[src/rtl/ws281x_decoder.sv]
// WS281x NRZ receiver: pulse-width bit decode, 24-bit pixel assembly, frame-gap detect.
// Define WS281X_DEBOUNCE_EN to add a 3-sample stability filter after the synchronizer.
module ws281x_decoder #(
    parameter int ADDR_WIDTH = 6,
    parameter int PIXEL_NUM  = 64
) (
    input  logic                  clk_in,
    input  logic                  rst_n_in,
    input  logic                  ws281x_code_in,
    input  logic [7:0]            t_thr_cnt_in,
    input  logic [15:0]           rst_cnt_in,
    output logic                  pixel_valid_out,
    output logic [ADDR_WIDTH-1:0] pixel_addr_out,
    output logic [23:0]           pixel_data_out,
    output logic                  frame_done_out,
    output logic                  frame_err_out
);

    typedef enum logic [1:0] {
        SYNC,
        IDLE,
        HIGH,
        LOW
    } state_t;

    localparam logic [ADDR_WIDTH:0] PIX_LIM = (ADDR_WIDTH + 1)'(PIXEL_NUM);
    localparam logic [ADDR_WIDTH:0] PIX_ONE = (ADDR_WIDTH + 1)'(1);

    state_t state;
    state_t state_nxt;

    logic s1;
    logic s2;
    logic s3;
    logic lvl;
    logic rise;
    logic fall;

    logic [7:0]  high_cnt;
    logic [15:0] low_cnt;
    logic [15:0] rst_eff;
    logic        gap;

    logic [4:0]            bit_cnt;
    logic [23:0]           word;
    logic [ADDR_WIDTH:0]   pix_cnt;
    logic                  ovf;

    logic word_full;
    logic bit_take;
    logic bit_val;
    logic emit;
    logic frame_end;

    always_ff @(posedge clk_in or negedge rst_n_in) begin
        if (!rst_n_in) begin
            s1 <= 1'b0;
            s2 <= 1'b0;
            s3 <= 1'b0;
        end else begin
            s1 <= ws281x_code_in;
            s2 <= s1;
            s3 <= lvl;
        end
    end

`ifdef WS281X_DEBOUNCE_EN
    logic d1;
    logic d2;

    always_ff @(posedge clk_in or negedge rst_n_in) begin
        if (!rst_n_in) begin
            d1 <= 1'b0;
            d2 <= 1'b0;
        end else begin
            d1 <= s2;
            d2 <= d1;
        end
    end

    // s3 doubles as the held filter output; it moves only on 3 equal samples
    assign lvl = (s2 == d1 && d1 == d2) ? s2 : s3;
`else
    assign lvl = s2;
`endif

    assign rise = lvl & ~s3;
    assign fall = ~lvl & s3;

    // The edge cycle itself counts as the first cycle of the new level
    always_ff @(posedge clk_in or negedge rst_n_in) begin
        if (!rst_n_in) begin
            high_cnt <= 8'd0;
            low_cnt  <= 16'd0;
        end else begin
            if (rise) begin
                high_cnt <= 8'd1;
            end else if (lvl && high_cnt != 8'hFF) begin
                high_cnt <= high_cnt + 8'd1;
            end
            if (fall) begin
                low_cnt <= 16'd1;
            end else if (!lvl && low_cnt != 16'hFFFF) begin
                low_cnt <= low_cnt + 16'd1;
            end
        end
    end

    assign rst_eff   = (rst_cnt_in == 16'd0) ? 16'd1 : rst_cnt_in;
    assign gap       = !lvl && (low_cnt >= rst_eff);
    assign word_full = (bit_cnt == 5'd24);

    always_ff @(posedge clk_in or negedge rst_n_in) begin
        if (!rst_n_in) begin
            state <= SYNC;
        end else begin
            state <= state_nxt;
        end
    end

    // A completed word is flushed before the frame may close
    always_comb begin
        state_nxt = state;
        unique case (state)
            SYNC: if (gap) state_nxt = IDLE;
            IDLE: if (rise) state_nxt = HIGH;
            HIGH: if (fall) state_nxt = LOW;
            LOW: begin
                if (rise) begin
                    state_nxt = HIGH;
                end else if (gap && !word_full) begin
                    state_nxt = IDLE;
                end
            end
        endcase
    end

    always_comb begin
        bit_take  = (state == HIGH) && fall;
        bit_val   = high_cnt > t_thr_cnt_in;
        emit      = word_full && (pix_cnt < PIX_LIM);
        frame_end = (state == LOW) && !rise && gap && !word_full;
    end

    always_ff @(posedge clk_in or negedge rst_n_in) begin
        if (!rst_n_in) begin
            pixel_valid_out <= 1'b0;
            pixel_addr_out  <= '0;
            pixel_data_out  <= 24'd0;
            frame_done_out  <= 1'b0;
            frame_err_out   <= 1'b0;
            bit_cnt         <= 5'd0;
            word            <= 24'd0;
            pix_cnt         <= '0;
            ovf             <= 1'b0;
        end else begin
            pixel_valid_out <= 1'b0;
            frame_done_out  <= 1'b0;
            frame_err_out   <= 1'b0;
            if (state == IDLE && rise) begin
                bit_cnt <= 5'd0;
                pix_cnt <= '0;
                ovf     <= 1'b0;
            end else if (frame_end) begin
                frame_done_out <= (pix_cnt != '0) || (bit_cnt != 5'd0);
                frame_err_out  <= (bit_cnt != 5'd0) || ovf;
                bit_cnt        <= 5'd0;
                pix_cnt        <= '0;
                ovf            <= 1'b0;
            end else if (bit_take) begin
                word    <= {word[22:0], bit_val};
                bit_cnt <= bit_cnt + 5'd1;
            end else if (word_full) begin
                bit_cnt <= 5'd0;
                if (emit) begin
                    pixel_valid_out <= 1'b1;
                    pixel_data_out  <= word;
                    pixel_addr_out  <= pix_cnt[ADDR_WIDTH-1:0];
                    pix_cnt         <= pix_cnt + PIX_ONE;
                end else begin
                    ovf <= 1'b1;
                end
            end
        end
    end

endmodule

[config.mk]
export PLATFORM = sky130hd
export DESIGN_NAME = ws281x_decoder
export DESIGN_NICKNAME = d
export VERILOG_FILES = /design/src/rtl/ws281x_decoder.sv
export SDC_FILE = /design/constraint.sdc
export NUM_CORES = 1
export LEC_CHECK = 0
export CORE_ASPECT_RATIO = 1.2
export CORE_MARGIN = 1
export CORE_UTILIZATION = 51
export DETAILED_ROUTE_END_ITERATION = 10
export PLACE_DENSITY = 0.77
export SYNTH_ARGS = -nofsm -noshare
export SYNTH_HDL_FRONTEND = slang
export SYNTH_SLANG_ARGS = --single-unit
[constraint.sdc]
create_clock -name clk_in -period 2.2 [get_ports clk_in]
set_clock_uncertainty 0.15 [all_clocks]
set_input_delay 0.66 -clock clk_in [delete_from_list [all_inputs] [get_ports clk_in]]
set_output_delay 0.66 -clock clk_in [all_outputs]
set_load 0.01 [all_outputs]
# After elaboration in Yosys (flattened, before gate mapping)

Cells that the tools add are included.

Add/subtract/negate cells: 4
Magnitude comparators: 3
Eq/ne operators: 12
Multiplexer cells: 34
Bitwise operators: 7
Reduce and logical (&&, ||, !) cells: 29

Operator list:

| cell                  | count |
|---|---|
| $mux 16               | 3 |
| $mux 7                | 5 |
| $mux 5                | 4 |
| $add 16x1->16 const B | 1 |
| $ge 16x16->1          | 1 |
| $logic_not 16->1      | 1 |
| $mux 8                | 2 |
| $ne 16x16->1 const B  | 1 |
| $mux 1                | 14 |
| $logic_and 1x1->1     | 10 |
| $mux 2                | 5 |
| $reduce_and 3->1      | 3 |
| $add 8x1->8 const B   | 1 |
| $gt 8x8->1            | 1 |
| $ne 8x8->1 const B    | 1 |
| $pmux 2 s4            | 1 |
| $add 7x1->7 const B   | 1 |
| $lt 7x7->1 const B    | 1 |
| $reduce_bool 7->1     | 1 |
| $ne 2x2->1 const B    | 3 |
| $ne 3x1->1 const B    | 2 |
| $reduce_bool 3->1     | 2 |
| $add 5x1->5 const B   | 1 |
| $eq 5x5->1 const B    | 1 |
| other kinds (13)      | 23 |

Register bits after elaboration: 99
Input bits: 27

# Longest topological paths before layout

Depth in word-level cells: 8
Depth in mapped cells: 9

# Worst setup path after synthesis

Ideal clock, no wire load.

Kind: input port to flip-flop
Start point: input port rst_cnt_in[8]
End point: register ovf
Library setup time: 120 ps
Arrival: 2639 ps
Required time: 1930 ps
Path slack: -710 ps
Cell stages on the path: 9
Buffers on the path: 0
Cell sequence: nor4_1 a41o_1 ha_1 nand2b_1 a2111oi_2 o21a_1 o21ai_2 or4b_1 o211a_1

Longest elaborated chain between the ends: 8
Elaborated cells between the ends (all ways): 12

Ends and longest elaborated chain:

| element                                                     | RTL line | RTL |
|---|---|---|
| start: declaration                                          | 11       | `input logic [15:0] rst_cnt_in,` |
| $logic_not 16->1                                            | 109      | `assign rst_eff = (rst_cnt_in == 16'd0) ? 16'd1 : rst_cnt_in;` |
| $mux 16 (*)                                                 | 109      |  |
| $ge 16x16->1 (*)                                            | 110      | `assign gap = !lvl && (low_cnt >= rst_eff);` |
| $logic_and 1x1->1 (*)                                       | 110      |  |
| $logic_and 1x1->1 (*) (2 in series)                         | 142      | `frame_end = (state == LOW) && !rise && gap && !word_full;` |
| $ne 3x1->1 (no source line) (tied with other cells)         | --       |  |
| $reduce_and 3->1 (no source line) or $mux 1 (tied branches) | --       |  |
| end signal: assignment                                      | 155      | `ovf <= 1'b0;` |
| end signal: assignment                                      | 163      | `ovf <= 1'b0;` |
| end signal: assignment                                      | 169      | `ovf <= 1'b0;` |
| end: declaration                                            | 47       | `logic ovf;` |

Every way passes the cells marked *; elsewhere a longest branch is shown, timed or not.
A chain may end at the register's enable or synchronous reset.

# Worst setup path after layout

Start point: input port rst_cnt_in[11]
End point: register ovf

The elaborated chain is that of the path after synthesis.

==> results.cfg <==
[sta]
max_freq_mhz = 368.3
setup_viol = 43
slew_viol_final = 0
min_period_ns = 2.715
rsz0062_at_grt = true
fin_ws_ns = -0.5151
min_period_over_period_pct = 123.4
tns_ns = -7.788
worst_slew_pin_slew_ns = 0.4928
hold_viol_final = 0
maxSlewHeadroom_pct = 67.05

[worst_setup_path]
endpoint_kind = flip-flop
worst-path-stages = 10
r2r_cells = 8
path_cells = buf_8 -> nor4_4 -> a41o_1 -> ha_1 -> nand2b_4 -> a2111oi_4 -> o21a_1 -> o21ai_2 -> or4b_4 -> o211a_1
crit_family = compound AO/OA/AOI/OAI gates
path_buf_inv = 1
critPathMaxFanout = 2
cp.arrival_ns = 2.80
cpPeakStageDelay_ns = 0.49
critPathSlowestCell = or4b_4
cp-start-kind = input port
path_class = input port to flip-flop
crit_required_ns = 2.28

[global_route]
overflow = 0
grt_pass1_vias = 3988
grt_usage_pct = 22.84
grt_first_pass_wirelength_microns = 18080
antenna_found_initial = 0
grt_max_degree = 34

[drt]
drc = 0
drtIter0Drc = 149
drt-total-wl_microns = 10750
wl_per_cell_microns = 15.10
ant_nets = 0
vias_per_cell = 5.372
drt_pass1_iterations = 4
vias = 3825

[synth]
synth.distinct_cells = 55
ys_ff_latch = 99
synth_nets = 534
synth_xor_area_share_pct = 3.873
synth_edf_count = 0
synth_cells = 477
synth_top_family_by_area = simple AND/OR/NAND/NOR gates
synthAdderAreaFrac_pct = 7.545
syn_area_per_cell_sq_um = 10.43
synth-async-reset-ratio_pct = 100.0
yosysSeqAreaShare_pct = 49.80
synthMuxAreaShare_pct = 7.017
synth_area_sq_um = 4975
synthFlopType = dfrtp_1
synth_compound_area_share_pct = 9.004
synth_warnings = 0
synth-simple-area-share_pct = 18.06

[pwr]
p_sw_mw = 1.189
switching_share_pct = 25.61
seq_power_share_pct = 45.5
intPower_mw = 3.455
p_leak_nw = 3.333
power.density_nw_per_um2 = 691.9
p_clk_share_pct = 38.4
vdd_drop_max_v = 0.0005533
pwr-share-comb_pct = 16.1
fin_total_pwr_mw = 4.645

[final_layout]
final_nets = 641
final_cell_mix = dfrtp_1 (99), nand2_1 (88), buf_4 (43)
antenna_cells = 0
fin_area_sq_um = 6713
fill_cells = 679
final_common_cell = dfrtp_1
drive_gt1_share_pct = 25.30
syn2layout_area_growth_pct = 34.93

[run_status]
violations = negative setup slack
outcome = finished, violations left

[clocking]
worstSkewPairLatency_ns = 0.34
clock_sinks = 99
cts_tree = built
numCtsBuffers = 9
cts-root-buf = clkbuf_16
clockBufferDepth = 2
h-tree-depth = 3
path_clk_slew_ns = 0.07

[place]
place.gp.congestion = 0.9094
place_ws_ns = -1.253
post_dp_cell_area_sq_um = 6035
dp_hpwl_microns = 7265
portBuffers = 59

[run]
drv_cap = 0

[die]
fp.dieH_microns = 110.2
initial_core_util_pct = 52.28
pin_count = 60
rows = 39
fp.coreArea_sq_um = 9515
die-width_microns = 92.16
dieArea_sq_um = 10160

[hold_path]
hold_class = input port to async pin
==> synthesized netlist by cell type, types with 2 or more instances <==
cell	instances	area, sq um
and2_1	3	18.77
nor3_1	11	55.05
xor2_1	7	61.31
o21ai_0	16	80.08
nand3_1	10	50.05
nor2_1	25	93.84
and4_1	2	17.52
mux2_1	15	168.9
and3_1	10	62.56
nand2b_1	3	18.77
or3_1	4	25.02
a211oi_1	4	30.03
a41oi_2	2	32.53
nor4_1	4	25.02
mux2_2	16	180.2
nor2b_1	4	25.02
ha_1	30	375.4
clkbuf_1	4	15.01
a21o_1	2	15.01
nand2_1	88	330.3
dfrtp_1	99	2477
xnor2_1	15	131.4
buf_6	5	56.30
o21a_1	4	30.03
buf_1	2	7.510
buf_2	4	20.02
a21oi_1	12	60.06
inv_1	36	135.1
a22o_1	5	43.79
nand4_1	8	50.05
a31oi_1	2	12.51
a31o_2	2	17.52
==> cells by family (layout without fill, tap and decap cells) <==
kind of cell / Yosys count / count (layout)
adder cells (fa/ha/maj): 30 / 30
flip-flops: 99 / 99
buffers and inverters: 51 / 163
multiplexers: 31 / 31
XOR/XNOR: 22 / 22
AND/OR/NAND/NOR: 182 / 182
AO/OA/AOI/OAI: 62 / 62
==> power by group through the flow <==
stage,Clock [mW],Combinational (mW),Sequential [mW]
after CTS,1.82,0.692,2.11
after detailed placement,0,0.677,2.14
after global routing,1.89,0.842,2.13
final,1.78,0.749,2.11
after floorplan,0,0.409,2.12
after global placement,0,0.642,2.13
==> per-layer routing <==
metal	wire length [microns]	GRT usage, %	vias to the layer above
met4	246	10.71	0
met5	0	0	-
met3	282	3.841	22
li1	-	-	1857
met1	4468	25.78	1867
met2	5755	42.22	79
==> state kept, by name, indices dropped and copies added (netlist names) <==
register,cells
s1,1
pix_cnt,7
low_cnt,16
pixel_valid_out,1
s3,1
pixel_addr_out,6
ovf,1
bit_cnt,5
state,2
word,24
frame_done_out,1
lvl,1
high_cnt,8
pixel_data_out,24
frame_err_out,1
==> through the flow <==
| stage | hold slack (ns) | util [%] | instances |
|---|---|---|---|
| 2_1_floorplan | 0.1812 | - | 477 |
| 3_3_place_gp | 0.1843 | 63.42 | 685 |
| 3_5_place_dp | 0.1847 | 63.42 | 685 |
| 4_1_cts | 0.05080 | 68.27 | 707 |
| 5_1_grt | 0.06561 | 70.55 | 712 |
| 6_report | 0.05208 | 70.55 | 712 |
==> cell type report <==
cell class              instances  area, sq um  area share (%)
flip-flops and latches         99         2477           36.91
clock inverters                 4        77.57           1.156
repair buffers                111         1056           15.73
well taps                     123        153.9           2.293
inverters                      36        135.1           2.013
multi-input cells             327         2546           37.93
clock buffers                  12        266.5           3.970
==> worst register-to-register path, cell delays in order, from the launching register on <==
cell	delay [ns]
dfrtp_1	0.37
inv_1	0.06
ha_1	0.28
nand2b_4	0.15
a2111oi_4	0.29
o21a_1	0.20
o21ai_2	0.09
or4b_4	0.49
o211a_1	0.12
==> worst paths after layout <==
kind                                        start  slack [ns]                        endpoint
max in group asynchronous                rst_n_in        1.33  pixel_data_out[20]$_DFFE_PN0P_
min reg2reg                          s1$_DFF_PN0_        0.20                   lvl$_DFF_PN0_
min in group clk_in                  s1$_DFF_PN0_        0.20                   lvl$_DFF_PN0_
max                                rst_cnt_in[11]       -0.52                 ovf$_DFFE_PN0P_
max reg2reg                low_cnt[0]$_DFFE_PN0P_       -0.11                 ovf$_DFFE_PN0P_
min                                      rst_n_in        0.05  pixel_data_out[14]$_DFFE_PN0P_
==> timing repair <==
| action | in CTS | in global routing |
|---|---|---|
| gates cloned | 2 | 1 |
| gates resized for setup | 77 | 56 |
| hold buffers | 0 | 0 |
| setup buffers | 4 | 7 |
| endpoints found under the setup margin | 46 | 58 |
| pin swaps | 20 | 16 |
Note: power is estimated with default switching activity, not from simulation.
